### config.mk
export PLATFORM = sky130hd
export DESIGN_NAME = spi_reg_arbiter
export DESIGN_NICKNAME = d
export VERILOG_FILES = /design/src/rtl/spi_reg_pkg.sv /design/src/rtl/rr_arbiter.sv /design/src/rtl/spi_reg_arbiter.sv
export SDC_FILE = /design/constraint.sdc
export NUM_CORES = 2
export LEC_CHECK = 0
export BUFFER_PORTS_ARGS = -buffer_cell sky130_fd_sc_hd__buf_2
export CORE_MARGIN = 2
export CORE_UTILIZATION = 25
export DETAILED_ROUTE_END_ITERATION = 10
export GPL_TIMING_DRIVEN = 1
export PLACE_DENSITY_LB_ADDON = 0.12
export SYNTH_ARGS = -nofsm -noshare
export SYNTH_HDL_FRONTEND = slang
export SYNTH_SLANG_ARGS = --single-unit
### constraint.sdc
create_clock -name Clk -period 3.2 [get_ports Clk]
set_input_delay 0.32 -clock Clk [delete_from_list [all_inputs] [get_ports Clk]]
set_output_delay 0.32 -clock Clk [all_outputs]
set_load 0.005 [all_outputs]
### src/rtl/spi_reg_pkg.sv
// Shared types and constants for the SPI/local register arbiter.
package spi_reg_pkg;

    localparam int DATA_W      = 32;
    localparam int IDX_W       = 7;
    localparam int WR_FLAG_BIT = 7;
    localparam int ID_W        = 3;

    typedef enum logic {
        ARB    = 1'b0,
        ACCESS = 1'b1
    } arb_state_t;

    typedef struct packed {
        logic [IDX_W-1:0]  idx;
        logic              write;
        logic [DATA_W-1:0] wdata;
        logic [ID_W-1:0]   id;
    } req_t;

endpackage

### src/rtl/rr_arbiter.sv
// Combinational round-robin pick: first valid requester at or after ptr_i, wrapping.
module rr_arbiter #(
    parameter  int N_REQ = 4,
    localparam int PTR_W = $clog2(N_REQ)
) (
    input  logic [N_REQ-1:0] valid_i,
    input  logic [PTR_W-1:0] ptr_i,
    output logic [N_REQ-1:0] grant_o,
    output logic [PTR_W-1:0] id_o
);

    always_comb begin : pick
        logic             found;
        logic [PTR_W-1:0] cand;
        // NOTE: every comb output gets a default first so no path can infer a latch.
        grant_o = '0;
        id_o    = '0;
        found   = 1'b0;
        cand    = '0;
        for (int off = 0; off < N_REQ; off++) begin
            cand = PTR_W'((int'(ptr_i) + off) % N_REQ);
            if (!found && valid_i[cand]) begin
                found         = 1'b1;
                grant_o[cand] = 1'b1;
                id_o          = cand;
            end
        end
    end

endmodule

### src/rtl/spi_reg_arbiter.sv
// Shared register file: 1-cycle SPI reads, change-detected SPI writes, round-robin local access.
// Build option SPI_WRITE_PROTECT_EN makes the upper half SPI read-only and enables sticky Spi_Err.
module spi_reg_arbiter
    import spi_reg_pkg::*;
#(
    parameter int N_REQ  = 4,
    parameter int N_REGS = 32
) (
    input  logic                    Clk,
    input  logic                    Reset_n,
    input  logic [7:0]              Spi_Addr,
    input  logic [DATA_W-1:0]       Spi_Wr_Data,
    output logic [DATA_W-1:0]       Spi_Rd_Data,
    input  logic [N_REQ-1:0]        Req_Valid,
    input  logic [N_REQ-1:0]        Req_Write,
    input  logic [N_REQ*IDX_W-1:0]  Req_Addr,
    input  logic [N_REQ*DATA_W-1:0] Req_Wdata,
    output logic [N_REQ-1:0]        Req_Ready,
    output logic [DATA_W-1:0]       Req_Rdata,
    output logic                    Spi_Err
);

    localparam int PTR_W  = $clog2(N_REQ);
    localparam int REG_AW = $clog2(N_REGS);

    logic [DATA_W-1:0] regs_q [N_REGS];
    logic [DATA_W-1:0] shadow_q, spi_rd_q, spi_rd_d, rdata_q, loc_rd_data;
    logic [N_REQ-1:0]  ready_q, ready_d, grant;
    logic [PTR_W-1:0]  ptr_q, grant_id;
    arb_state_t        state_q, state_d;
    req_t              req_q;

    logic [IDX_W-1:0] spi_idx;
    logic spi_commit, spi_in_range, spi_prot, spi_wr_en;
    logic do_access, loc_in_range, loc_wr_en;

    rr_arbiter #(.N_REQ(N_REQ)) u_rr (
        .valid_i (Req_Valid),
        .ptr_i   (ptr_q),
        .grant_o (grant),
        .id_o    (grant_id)
    );

    // A write commits only when the data word changes under a write-flagged address.
    assign spi_idx      = Spi_Addr[IDX_W-1:0];
    assign spi_commit   = Spi_Addr[WR_FLAG_BIT] && (Spi_Wr_Data != shadow_q);
    assign spi_in_range = int'(spi_idx) < N_REGS;
`ifdef SPI_WRITE_PROTECT_EN
    assign spi_prot     = int'(spi_idx) >= N_REGS / 2;
`else
    assign spi_prot     = 1'b0;
`endif
    assign spi_wr_en    = spi_commit && spi_in_range && !spi_prot;
    assign spi_rd_d     = spi_in_range ? regs_q[spi_idx[REG_AW-1:0]] : '0;

    assign loc_in_range = int'(req_q.idx) < N_REGS;
    assign loc_rd_data  = loc_in_range ? regs_q[req_q.idx[REG_AW-1:0]] : '0;

    // NOTE: sequential state uses non-blocking assignments so every flop samples pre-edge values.
    always_ff @(posedge Clk or negedge Reset_n) begin
        if (!Reset_n) state_q <= ARB;
        else          state_q <= state_d;
    end

    always_comb begin
        state_d = state_q;
        case (state_q)
            ARB:    if (|grant)      state_d = ACCESS;
            ACCESS: if (!spi_commit) state_d = ARB;
            default:                 state_d = ARB;
        endcase
    end

    always_comb begin
        do_access = (state_q == ACCESS) && !spi_commit;
        loc_wr_en = do_access && req_q.write && loc_in_range;
        ready_d   = '0;
        for (int i = 0; i < N_REQ; i++) begin
            ready_d[i] = do_access && (int'(req_q.id) == i);
        end
    end

    always_ff @(posedge Clk or negedge Reset_n) begin
        if (!Reset_n) begin
            ptr_q <= '0;
            req_q <= '0;
        end else begin
            if (state_q == ARB && |grant) begin
                req_q.idx   <= Req_Addr[grant_id*IDX_W +: IDX_W];
                req_q.write <= Req_Write[grant_id];
                req_q.wdata <= Req_Wdata[grant_id*DATA_W +: DATA_W];
                req_q.id    <= ID_W'(grant_id);
            end
            if (do_access) ptr_q <= PTR_W'((int'(req_q.id) + 1) % N_REQ);
        end
    end

    // NOTE: the register array is reset because software expects all registers to read 0 after reset.
    always_ff @(posedge Clk or negedge Reset_n) begin
        if (!Reset_n) begin
            for (int i = 0; i < N_REGS; i++) regs_q[i] <= '0;
        end else if (spi_wr_en) begin
            regs_q[spi_idx[REG_AW-1:0]] <= Spi_Wr_Data;
        end else if (loc_wr_en) begin
            regs_q[req_q.idx[REG_AW-1:0]] <= req_q.wdata;
        end
    end

    always_ff @(posedge Clk or negedge Reset_n) begin
        if (!Reset_n) begin
            shadow_q <= '0;
            spi_rd_q <= '0;
            ready_q  <= '0;
            rdata_q  <= '0;
        end else begin
            shadow_q <= Spi_Wr_Data;
            spi_rd_q <= spi_rd_d;
            ready_q  <= ready_d;
            if (do_access && !req_q.write) rdata_q <= loc_rd_data;
        end
    end

`ifdef SPI_WRITE_PROTECT_EN
    logic err_q;
    always_ff @(posedge Clk or negedge Reset_n) begin
        if (!Reset_n)                                  err_q <= 1'b0;
        else if (spi_commit && spi_in_range && spi_prot) err_q <= 1'b1;
    end
    assign Spi_Err = err_q;
`else
    assign Spi_Err = 1'b0;
`endif

    assign Spi_Rd_Data = spi_rd_q;
    assign Req_Ready   = ready_q;
    assign Req_Rdata   = rdata_q;

endmodule

==> results_dict.tcl <==
set metrics [dict create \
    start_util_pct 25.2 \
    combPwrFrac_pct 34.8 \
    hold_ws_ps 59.0 \
    max_freq_mhz 262 \
    ys_top_cells_by_area "dfrtp_1 42%, mux4_2 18%, mux2_2 15%, o2bb2ai_1 13%, clkbuf_1 3.1%" \
    top_level_ports 275 \
    internal_power_mw 33.3 \
    synth_top_family_by_area "multiplexers" \
    timing.rr.start "shadow_q[18]$_DFF_PN0_" \
    outcome "complete, but fails checks" \
    nets 5991 \
    antenna_left 0 \
    ys_ff_latch 1169 \
    drc 0 \
    leakagePower_nw 36.6 \
    synth_top_area_share_pct 41.5 \
    fp.dieW_um 535 \
    grt_pass1_vias 58200 \
    final_cells 9640 \
    synth_xor_area_share_pct 0.398 \
    insertion_delay_ps 860 \
    finalCritPeriodShare_pct 119 \
    hold_class "in2reg" \
    synth_cells 5253 \
    setup_viol 1048 \
    h-tree-depth 4 \
    synthesis.nets 5469 \
    row_count 194 \
    cts_buffers 154 \
    clock_path_buffers 3 \
    critical_path_class "reg2reg" \
    p_switching_mw 22.1 \
    yosysTopAreaCell "dfrtp_1" \
    num_vias 57600 \
    cp.depth 14 \
    core_um2 280000 \
    p_per_area_nw_per_um2 612 \
    hpwl_mm 258 \
    path_common_cell "buf_6" \
    cts_sinks 1169 \
    placed_cells 9086 \
    synthAdderAreaFrac_pct 0.178 \
    antenna_found_initial 35 \
    crit_family "buffers and inverters" \
    yosysWarnings 0 \
    die_h_um 535 \
    avgRoutedWirePerCell_um 43.0 \
    worst_slack_ps -614 \
    drive_above_1_share_pct 48.4 \
    r2r_end "regs_q[85]$_DFFE_PN0P_" \
    cpMaxStageDelayCell "nor4_4" \
    worst_setup_path_end_kind "register" \
    fin_skew_ps 39.7 \
    critPathCapture "regs_q[85]$_DFFE_PN0P_" \
    cts-root-buf "clkbuf_16" \
    die-area_um2 286000 \
    worstPathMaxFanout 6 \
    r2r_cells 14 \
    drt_iter0_drc 6369 \
    drv_cap 0 \
    violations "negative setup slack" \
    worst-path-buf-inv 7 \
    globalplace.congestion 0.875 \
    pwr-share-clk_pct 32.6 \
    ys_seq_area_share_pct 41.5 \
    startpoint_type "register" \
    slew_headroom_pct 12.8 \
    seqPwrFrac_pct 32.6 \
    regToRegSetupSlack_ps -610 \
    fin_setup_tns_ps -488510 \
    path_cells "xor2_4 -> nor4_4 -> nand4_1 -> buf_6 -> o311a_4 -> buf_6 -> a41oi_4 -> buf_12 -> buf_6 -> clkbuf_16 -> o21ba_4 -> buf_12 -> clkbuf_16 -> mux2_4" \
    mostFrequentLayoutCell "dfrtp_1" \
    async_flop_share_pct 100 \
    sw_frac_of_total_pct 39.9 \
    slowest_delay_ps 620 \
    firstDrtPassIters 5 \
    clk_pin_slew_ps 60 \
    viasPerCell 5.98 \
    critPathRequiredTime_ps 3920 \
    drt_wl_total_mm 415 \
    muxShareOfSynthArea_pct 34.3 \
    worstPathArrival_ps 4540 \
    dp_slack_ps -1290 \
    mostFrequentLayoutCells "1157 x dfrtp_1, 1024 x o2bb2ai_1, 897 x mux2_2, 555 x mux4_2, 386 x buf_4" \
    synth_cell_type_count 53 \
    ir_drop_mv 0.640 \
    port_buffers 273 \
    synth-edff-count 0 \
    area_growth_pct 28.4 \
    syn_area_per_cell_um2 13.4 \
    grt_max_degree 123 \
    grt.overflow.total 0 \
    synth_area_um2 70400 \
    cts_tree "built" \
    period_needed_ps 3810 \
    rsz0062_at_grt "yes" \
    synth_flop_cell "dfrtp_1" \
    track_usage_pct 28.2 \
    final_area_um2 90400 \
    dpl_cell_area_um2 81400 \
    synth_compound_area_share_pct 17.5 \
    grt_first_pass_wirelength_mm 549 \
    finalHoldViolCount 0 \
    yosys.area_share.simple_pct 1.57 \
    drv_slew 0 \
    worstSetupStartpoint "shadow_q[18]$_DFF_PN0_" \
    worst_pin_slew_ps 1310 \
]
==> layer usage <==
metal / global-route usage (%) / part of all wire (%) / up-vias / wire length, um
li1: - / - / 22300 / -
met1: 37.9 / 42 / 31700 / 174000
met2: 43.5 / 45 / 2878 / 188000
met3: 4.78 / 7.0 / 764 / 29100
met4: 14.2 / 5.6 / 12 / 23300
met5: 0 / 0.019 / - / 79
==> what timing repair did <==
item	CTS	global route
hold buffers	183	0
hold endpoints to repair	944	0
gates resized for setup	85	78
buffers inserted	25	23
gates cloned	19	13
pin swaps	17	20
endpoints found under the setup margin	1059	1056
==> power by group through the flow <==
stage	sequential (mW)	clock, mW	combinational, mW
2_1_floorplan	16.4	0	10.2
3_3_place_gp	18.2	0	18.6
3_5_place_dp	18.3	0	18.6
4_1_cts	18.0	18.4	19.1
5_1_grt	18.1	19.0	19.8
6_report	18.1	18.0	19.2
==> final cells by class <==
class                   count  area, um^2
multi-input cells        3314       39300
flip-flops and latches   1169       29300
diodes                     17        42.5
repair buffers           1130       12000
inverters                   6        22.5
fillers                 27700      189000
clock buffers             246        4630
well taps                3724        4660
clock inverters            34         478
==> state kept, by name, indices dropped and copies added (netlist names) <==
name	flops
regs_q	1024
req_q	42
Req_Rdata	32
Spi_Rd_Data	32
shadow_q	32
Req_Ready	4
ptr_q	2
state_q	1
==> synthesized netlist by cell type (4+ instances only) <==
library cell / count
buf_4: 4
nor4_1: 9
a221oi_1: 32
buf_6: 11
dfrtp_1: 1169
mux2_1: 66
nor2_1: 38
o2bb2ai_1: 1024
mux2i_1: 4
nand3_1: 9
nand2_1: 97
nor3b_1: 5
a22o_1: 32
clkbuf_1: 575
mux2_2: 968
o21ai_0: 35
o21ba_2: 23
xor2_1: 32
o21bai_1: 5
inv_1: 6
a31oi_1: 32
ha_1: 10
buf_1: 87
a41o_1: 32
a22oi_1: 224
mux4_2: 555
and3_1: 7
nor4_2: 8
buf_2: 88
nor3_1: 27
==> worst min-delay path by stage <==
stage,from,endpoint,slack (ps),cells after the start
after floorplan,Reset_n,Req_Rdata[0]$_DFFE_PN0P_,20,0
after global placement,Reset_n,regs_q[378]$_DFFE_PN0P_,240,1
after detailed placement,Reset_n,regs_q[344]$_DFFE_PN0P_,240,1
after CTS,Req_Addr[17],req_q[39]$_DFFE_PN0P_,20,3
after global routing,Req_Addr[3],req_q[39]$_DFFE_PN0P_,20,3
final,Req_Addr[17],req_q[39]$_DFFE_PN0P_,60,3
==> worst min-delay path, cell delays in order <==
cell    delay [ps]
buf_2           70
mux4_2         300
mux2_2         160
==> logic make-up after synthesis <==
family	Yosys count
AND/OR/NAND/NOR	224
multiplexers	1593
XOR/XNOR	32
buffers and inverters	771
other	1
adder cells (fa/ha/maj)	10
flip-flops	1169
AO/OA/AOI/OAI	1453
==> per-stage QoR <==
stage	utilization, %	power [mW]
after global placement	29.1	36.8
after CTS	32.0	55.5
after floorplan	-	26.6
after detailed placement	29.1	36.9
final	32.3	55.3
after global routing	32.3	56.9
No activity file was read; power rests on OpenSTA's default activity.
